### src/rtl/alu_issue.sv
// alu_issue: RV32I ALU-op issue stage with register file and external ALU.
// Optional LUI decode enabled by defining ALU_ISSUE_LUI_EN.
module alu_issue #(
  parameter int NUM_REGS = 32
) (
  input  logic        i_clk,
  input  logic        i_rst_n,
  input  logic [31:0] i_instr,
  input  logic        i_instr_vld,
  output logic        o_instr_rdy,
  output logic [31:0] o_alu_a,
  output logic [31:0] o_alu_b,
  output logic [3:0]  o_alu_op,
  input  logic [31:0] i_alu_res,
  output logic        o_wb_vld,
  output logic [4:0]  o_wb_rd,
  output logic [31:0] o_wb_data,
  output logic        o_illegal,
  input  logic [4:0]  i_dbg_addr,
  output logic [31:0] o_dbg_data
);

  localparam int AW = $clog2(NUM_REGS);
  localparam logic [5:0] NR = 6'(NUM_REGS);

  localparam logic [3:0] ALU_ADD  = 4'd0;
  localparam logic [3:0] ALU_SUB  = 4'd1;
  localparam logic [3:0] ALU_SLL  = 4'd2;
  localparam logic [3:0] ALU_SLT  = 4'd3;
  localparam logic [3:0] ALU_SLTU = 4'd4;
  localparam logic [3:0] ALU_XOR  = 4'd5;
  localparam logic [3:0] ALU_SRL  = 4'd6;
  localparam logic [3:0] ALU_SRA  = 4'd7;
  localparam logic [3:0] ALU_OR   = 4'd8;
  localparam logic [3:0] ALU_AND  = 4'd9;

  localparam logic [6:0] OPC_R   = 7'b0110011;
  localparam logic [6:0] OPC_I   = 7'b0010011;
`ifdef ALU_ISSUE_LUI_EN
  localparam logic [6:0] OPC_LUI = 7'b0110111;
`endif

  typedef enum logic [1:0] {
    IDLE,
    EXEC,
    WB
  } state_t;

  state_t state, state_nxt;

  logic [31:0] instr;
  logic [31:0] regs [NUM_REGS];

  logic [6:0]  opc, f7;
  logic [2:0]  f3;
  logic [4:0]  rd, rs1, rs2;
  logic [31:0] imm_i;
  logic        rd_ok, rs1_ok, rs2_ok, dbg_ok;
  logic [31:0] rs1_val, rs2_val;

  assign {f7, rs2, rs1, f3, rd, opc} = instr;
  assign imm_i = {{20{instr[31]}}, instr[31:20]};

  assign rd_ok  = {1'b0, rd}  < NR;
  assign rs1_ok = {1'b0, rs1} < NR;
  assign rs2_ok = {1'b0, rs2} < NR;
  assign dbg_ok = {1'b0, i_dbg_addr} < NR;

  assign rs1_val = (rs1_ok && rs1 != '0) ?
                   regs[rs1[AW-1:0]] : '0;
  assign rs2_val = (rs2_ok && rs2 != '0) ?
                   regs[rs2[AW-1:0]] : '0;
  assign o_dbg_data = (dbg_ok && i_dbg_addr != '0) ?
                      regs[i_dbg_addr[AW-1:0]] : '0;

  function automatic logic [3:0] base_op(input logic [2:0] f);
    case (f)
      3'b000:  return ALU_ADD;
      3'b001:  return ALU_SLL;
      3'b010:  return ALU_SLT;
      3'b011:  return ALU_SLTU;
      3'b100:  return ALU_XOR;
      3'b101:  return ALU_SRL;
      3'b110:  return ALU_OR;
      default: return ALU_AND;
    endcase
  endfunction

  logic        dec_ok, use_rs1, use_rs2, legal;
  logic [3:0]  dec_op;
  logic [31:0] dec_a, dec_b;

  always_comb begin
    dec_ok  = 1'b0;
    dec_op  = ALU_ADD;
    dec_a   = rs1_val;
    dec_b   = rs2_val;
    use_rs1 = 1'b1;
    use_rs2 = 1'b0;
    unique case (1'b1)
      (opc == OPC_R): begin
        use_rs2 = 1'b1;
        if (f7 == 7'h00) begin
          dec_ok = 1'b1;
          dec_op = base_op(f3);
        end else if (f7 == 7'h20 && f3 == 3'b000) begin
          dec_ok = 1'b1;
          dec_op = ALU_SUB;
        end else if (f7 == 7'h20 && f3 == 3'b101) begin
          dec_ok = 1'b1;
          dec_op = ALU_SRA;
        end
      end
      (opc == OPC_I): begin
        dec_b  = imm_i;
        dec_op = base_op(f3);
        unique case (f3)
          3'b001:  dec_ok = (f7 == 7'h00);
          3'b101: begin
            dec_ok = (f7 == 7'h00) || (f7 == 7'h20);
            if (f7 == 7'h20) dec_op = ALU_SRA;
          end
          default: dec_ok = 1'b1;
        endcase
      end
`ifdef ALU_ISSUE_LUI_EN
      (opc == OPC_LUI): begin
        dec_ok  = 1'b1;
        use_rs1 = 1'b0;
        dec_a   = '0;
        dec_b   = {instr[31:12], 12'b0};
      end
`endif
      default: dec_ok = 1'b0;
    endcase
  end

  // Register-index range limits legality when NUM_REGS is 16
  assign legal = dec_ok && rd_ok &&
                 (rs1_ok || !use_rs1) &&
                 (rs2_ok || !use_rs2);

  logic exec, accept;

  assign exec   = (state == EXEC);
  assign accept = i_instr_vld && o_instr_rdy;

  always_comb begin
    state_nxt   = state;
    o_instr_rdy = 1'b0;
    o_alu_a     = '0;
    o_alu_b     = '0;
    o_alu_op    = ALU_ADD;
    unique case (state)
      IDLE: begin
        o_instr_rdy = i_rst_n;
        if (i_instr_vld) state_nxt = EXEC;
      end
      EXEC: begin
        if (legal) begin
          o_alu_a  = dec_a;
          o_alu_b  = dec_b;
          o_alu_op = dec_op;
        end
        state_nxt = WB;
      end
      WB:      state_nxt = IDLE;
      default: state_nxt = IDLE;
    endcase
  end

  always_ff @(posedge i_clk) begin
    if (!i_rst_n) begin
      state     <= IDLE;
      instr     <= '0;
      o_wb_vld  <= 1'b0;
      o_illegal <= 1'b0;
      o_wb_rd   <= '0;
      o_wb_data <= '0;
      for (int i = 0; i < NUM_REGS; i++) regs[i] <= '0;
    end else begin
      state     <= state_nxt;
      o_wb_vld  <= exec && legal;
      o_illegal <= exec && !legal;
      if (accept) instr <= i_instr;
      if (exec && legal) begin
        o_wb_rd   <= rd;
        o_wb_data <= i_alu_res;
        if (rd != '0) regs[rd[AW-1:0]] <= i_alu_res;
      end
    end
  end

endmodule

### config.mk
export PLATFORM = sky130hd
export DESIGN_NAME = alu_issue
export DESIGN_NICKNAME = d
export VERILOG_FILES = /design/src/rtl/alu_issue.sv
export SDC_FILE = /design/constraint.sdc
export NUM_CORES = 2
export LEC_CHECK = 0
export CAP_MARGIN = 20
export CORE_MARGIN = 4
export CORE_UTILIZATION = 35
export CTS_BUF_LIST = sky130_fd_sc_hd__clkbuf_4 sky130_fd_sc_hd__clkbuf_8 sky130_fd_sc_hd__clkbuf_16
export CTS_CLUSTER_DIAMETER = 60
export DETAILED_ROUTE_END_ITERATION = 12
export HOLD_SLACK_MARGIN = 0.1
export RECOVER_POWER = 25
export SETUP_SLACK_MARGIN = 0.2
export SLEW_MARGIN = 40
export SYNTH_ARGS = -nofsm -noshare
export SYNTH_HDL_FRONTEND = slang
export SYNTH_SLANG_ARGS = --single-unit
### constraint.sdc
create_clock -name i_clk -period 7.7 [get_ports i_clk]
set_input_delay 1.54 -clock i_clk [delete_from_list [all_inputs] [get_ports i_clk]]
set_output_delay 1.54 -clock i_clk [all_outputs]
set_load 0.02 [all_outputs]
[Word-level counts from Yosys, hierarchy flattened]
Memories as Yosys holds them, arrays and structs flattened. A register that Yosys moved wholly into a read port is not among the register bits.
Cells that the tools add are included.
W data, S select, Z words.
Operators by class
  equality and inequality tests: 11
  reduce and logical (&&, ||, !) cells: 15
  muxes and demuxes: 37
Operators by type and width (count)
  $mux W32: 9
  $reduce_or A32 Y1: 1
  $pmux W4 S7: 1
  $mux W5: 5
  $mux W4: 5
  $reduce_bool A5 Y1: 4
  $eq A7 B6 Y1 const B: 2
  $mux W1: 10
  $eq A3 B3 Y1 const B: 3
  $pmux W4 S2: 1
  $eq A7 B5 Y1 const B: 1
  $logic_not A7 Y1: 1
  $eq A3 B2 Y1 const B: 2
  $mux W3: 2
  $logic_and A1 B1 Y1: 5
  $pmux W1 S2: 2
  $pmux W2 S2: 1
  $eq A3 B1 Y1 const B: 1
  $logic_not A3 Y1: 1
  $eq A2 B1 Y1 const B: 1
  $logic_not A2 Y1: 1
  $mux W2: 1
  $ne A2 B2 Y1 const B: 1
  $logic_not A1 Y1: 1
  $logic_or A1 B1 Y1: 1
Word-level totals
  output and inout bits: 140
  memories kept: 1
  memory bits (writable): 1024
  flip-flop bits (word level): 73
  word-level logic and storage cells: 70
  input bits: 72
Memories
  regs: words 32, bits a word 32, read ports 3, clocked after memory_dff 2, write ports 32, line 52  | logic [31:0] regs [NUM_REGS];

[Depth between registers and ports, before layout]
  word-level depth: 12
  mapped depth: 10

[Worst setup path after synthesis]
No wires, ideal clock.
  kind: input-to-reg
  from: input port i_rst_n
  to: memory regs[16][0], enable pin
  arrival: 5.180 ns
  data required time: 7.230 ns
  cell stages on the path: 7
  slack: 2.050 ns
  setup time: 0.470 ns
  buffers on the path: 4
  cells stage by stage: clkbuf_1 -> nand3b_1 -> or4_1 -> buf_2 -> buf_6 -> buf_6 -> o31ai_1
RTL lines
  start: declaration: line 7  | input logic i_rst_n,
  end: declaration: line 52

[Worst setup path after layout]
  from: register instr[30]
  to: output port o_alu_b[30]
Between the ends
  longest elaborated chain between the ends: 8
RTL lines
  start: declaration: line 51  | logic [31:0] instr;
  start signal: assignment: line 185  | if (accept) instr <= i_instr;
  $eq A7 B6 Y1: line 106, 109, 120
  $logic_and A1 B1 Y1: line 109  | end else if (f7 == 7'h20 && f3 == 3'b101) begin
  $mux W1: line 109
  $mux W1: line 106  | end else if (f7 == 7'h20 && f3 == 3'b000) begin
  $mux W1: line 103  | if (f7 == 7'h00) begin
  $pmux W1 S2 (*): line 100  | unique case (1'b1)
  $mux W32 (*): line 160  | if (legal) begin
  $mux W32 (*): line 154  | unique case (state)
  end: declaration: line 12  | output logic [31:0] o_alu_b,
Mark *: on every way between the ends. The rest lies on a longest branch, timed or not.

==> impl_metrics.json <==
{
  "status": "finished, violations left",
  "violations": "max-capacitance violations, max-slew violations",
  "cts_inserted_buffers": 131,
  "synth_edf_count": 1024,
  "synthArstFlopShare": 0,
  "final.fill_count": 17902,
  "yosysSeqAreaShare": 0.473,
  "multi_input_area_mm2": 0.0327,
  "ff_latch_area_mm2": 0.0324,
  "area.growth.synth_to_final_pct": 12.9,
  "path_clk_slew_ps": 60,
  "hold_path.class": "register to register",
  "critPathLaunchType": "register",
  "drt_iter0_markers": 7881,
  "critPathRequiredTime_ps": 6160,
  "setup_tns_ps": 0,
  "synth_area_leaders": "edfxtp_1, mux4_2, nor4_1",
  "grt_max_degree": 136,
  "grt_pass1_vias": 49473,
  "yosysTopAreaCellShare": 0.449,
  "drc_errors": 0,
  "ys_seq_elements": 1107,
  "criticalPathCategory": "register to output pin",
  "arrival_ps": 5030,
  "gp_congestion": 0.873,
  "avgSynthCellArea_um2": 14.7,
  "io_pins": 212,
  "grt-ovfl-total": 0,
  "dp_hpwl_um": 160000,
  "fp.coreArea_mm2": 0.195,
  "clockRootBuffer": "clkbuf_16",
  "grt_usage": 0.256,
  "fin_crit_ps": 6570,
  "cts_resized": 0,
  "htree_levels": 4,
  "syn_area_mm2": 0.0685,
  "r2r-start": "instr[30]",
  "worstReg2RegEnd": "regs[29][9]",
  "critPathCaptureType": "output pin",
  "yosys-top-cells-count": "edfxtp_1, mux4_2, nor4_1, clkbuf_1, nor4_2",
  "portBuffers": 211,
  "holdPathStages": 2,
  "hp-start": "instr[0]",
  "yosysTopAreaCell": "edfxtp_1",
  "min_period_over_period": 0.854,
  "worstPathMaxFanout": 43,
  "maxCapViolations": 20,
  "wire_per_inst_um": 36.8,
  "slew_viol_final": 520,
  "fin_skew_ps": 20.3,
  "cts_hold_buf": 0,
  "final_core_util": 0.397,
  "post_cts_buffers": 0,
  "worstMarginPinSlew_ps": 4380,
  "vdd_ir_drop_max_mv": 0.228,
  "start_util": 0.352,
  "grt_antenna_before_repair": 8,
  "ant_nets": 0,
  "cts.sinks": 1107,
  "fp.dieW_um": 450,
  "crit_end": "o_alu_b[30]",
  "rsz0062_at_grt": "no",
  "slew_headroom": -1.92,
  "setup_violations": 0,
  "ys_types": 56,
  "tritoncts": "built",
  "r2r_slack_ps": 1200,
  "hold_viol_final": 0,
  "synthFlopType": "edfxtp_1",
  "yosys_warnings": 0,
  "num_rows": 162,
  "die-area_mm2": 0.203,
  "drt_wl_total_um": 267000,
  "p_leak_uw": 0.0228,
  "die_h_um": 450,
  "yosysMostFrequentCell": "edfxtp_1",
  "routed_via_density": 7.01,
  "num_vias": 50822,
  "grt_pass1_wl_um": 379000,
  "insertion_delay_ps": 790,
  "cp-startpoint": "instr[30]",
  "ff2ff_path_depth": 8,
  "fmax_ghz": 0.152,
  "layout.nets": 4596,
  "p_per_area_mw_per_mm2": 200,
  "dr.pass1.iters": 6,
  "cts_buffer_depth": 3,
  "drive_gt1_frac": 0.356,
  "syn_inst": 4662
}
[sequential cells by signal, indices dropped and copies added (netlist names), named ones only]
name       flops
instr         32
o_illegal      1
o_wb_data     32
o_wb_rd        5
o_wb_vld       1
regs        1024
state          2
[cell usage in the layout (no fill, tap or decap), drive strengths merged, types with 39 or more instances in the layout]
cell type / Yosys / routed
nor4: 962 / 962
clkbuf: 525 / 193
inv: 135 / 147
mux2: 87 / 87
edfxtp: 1024 / 1024
mux2i: 63 / 63
buf: 206 / 194
nand2: 116 / 116
clkdlybuf4s50: 0 / 165
a21oi: 103 / 103
dlygate4sd3: 0 / 39
clkinv: 0 / 52
o21ai: 91 / 91
a221oi: 58 / 58
dfxtp: 83 / 83
mux4: 837 / 837
nand3: 43 / 43
o22ai: 70 / 70
[power by group]
part,internal [uW],switching (uW)
Combinational,865,1320
Clock,3670,2690
Sequential,6770,195
[metal layers]
metal,up-vias,wire length (um),global-route usage
met5,-,13,0
met1,26551,95600,0.338
met2,4033,118000,0.382
met3,674,39500,0.0915
met4,2,13300,0.110
li1,19562,-,-
[how the worst min path moves through the flow]
stage / endpoint / slack [ps]
after floorplan: instr[3] / 430
after CTS: instr[0] / 460
after global placement: instr[1] / 450
after detailed placement: instr[0] / 450
final: instr[0] / 460
after global routing: instr[0] / 490
[kinds of logic (layout without fill, tap and decap cells)]
logic type	count (synthesis)	after routing	share of synthesized area
buf+inv	866	802	0.0549
simple gates	1274	1274	0.133
mux	987	987	0.299
flops	1107	1107	0.473
other cells	1	33	0.0000547
xor+xnor	2	2	0.000256
compound gates	425	425	0.0405
[per-stage QoR]
step	hold WS, ps	power, uW	instances	instance area [um^2]	setup WS (ps)
6_report	456	15500	7254	77400	1130
5_1_grt	487	15900	7253	77400	1030
4_1_cts	456	15500	7245	77700	1160
3_5_place_dp	447	9220	7007	73400	1170
3_3_place_gp	445	9190	6989	73000	1180
2_1_floorplan	432	8370	4693	68600	2050
[worst max-delay path, cell delays in order, from the launching register on]
cell and delay, ps:
dfxtp_1 630, nand2_1 110, a21oi_1 420, a31o_1 1190, or3_1 240, buf_4 490, o21ai_0 440, clkdlybuf4s50_1 670
[area by class of cell]
| type | instances | area share |
|---|---|---|
| antenna | 1 | 0.0000323 |
| clock buffer | 162 | 0.0465 |
| clock inverter | 76 | 0.00902 |
| inverter | 135 | 0.00661 |
| multi-input combinational | 2720 | 0.422 |
| sequential | 1107 | 0.419 |
| tap | 2624 | 0.0424 |
| timing repair buffer | 429 | 0.0537 |
Note: power is estimated with default switching activity, not from simulation.
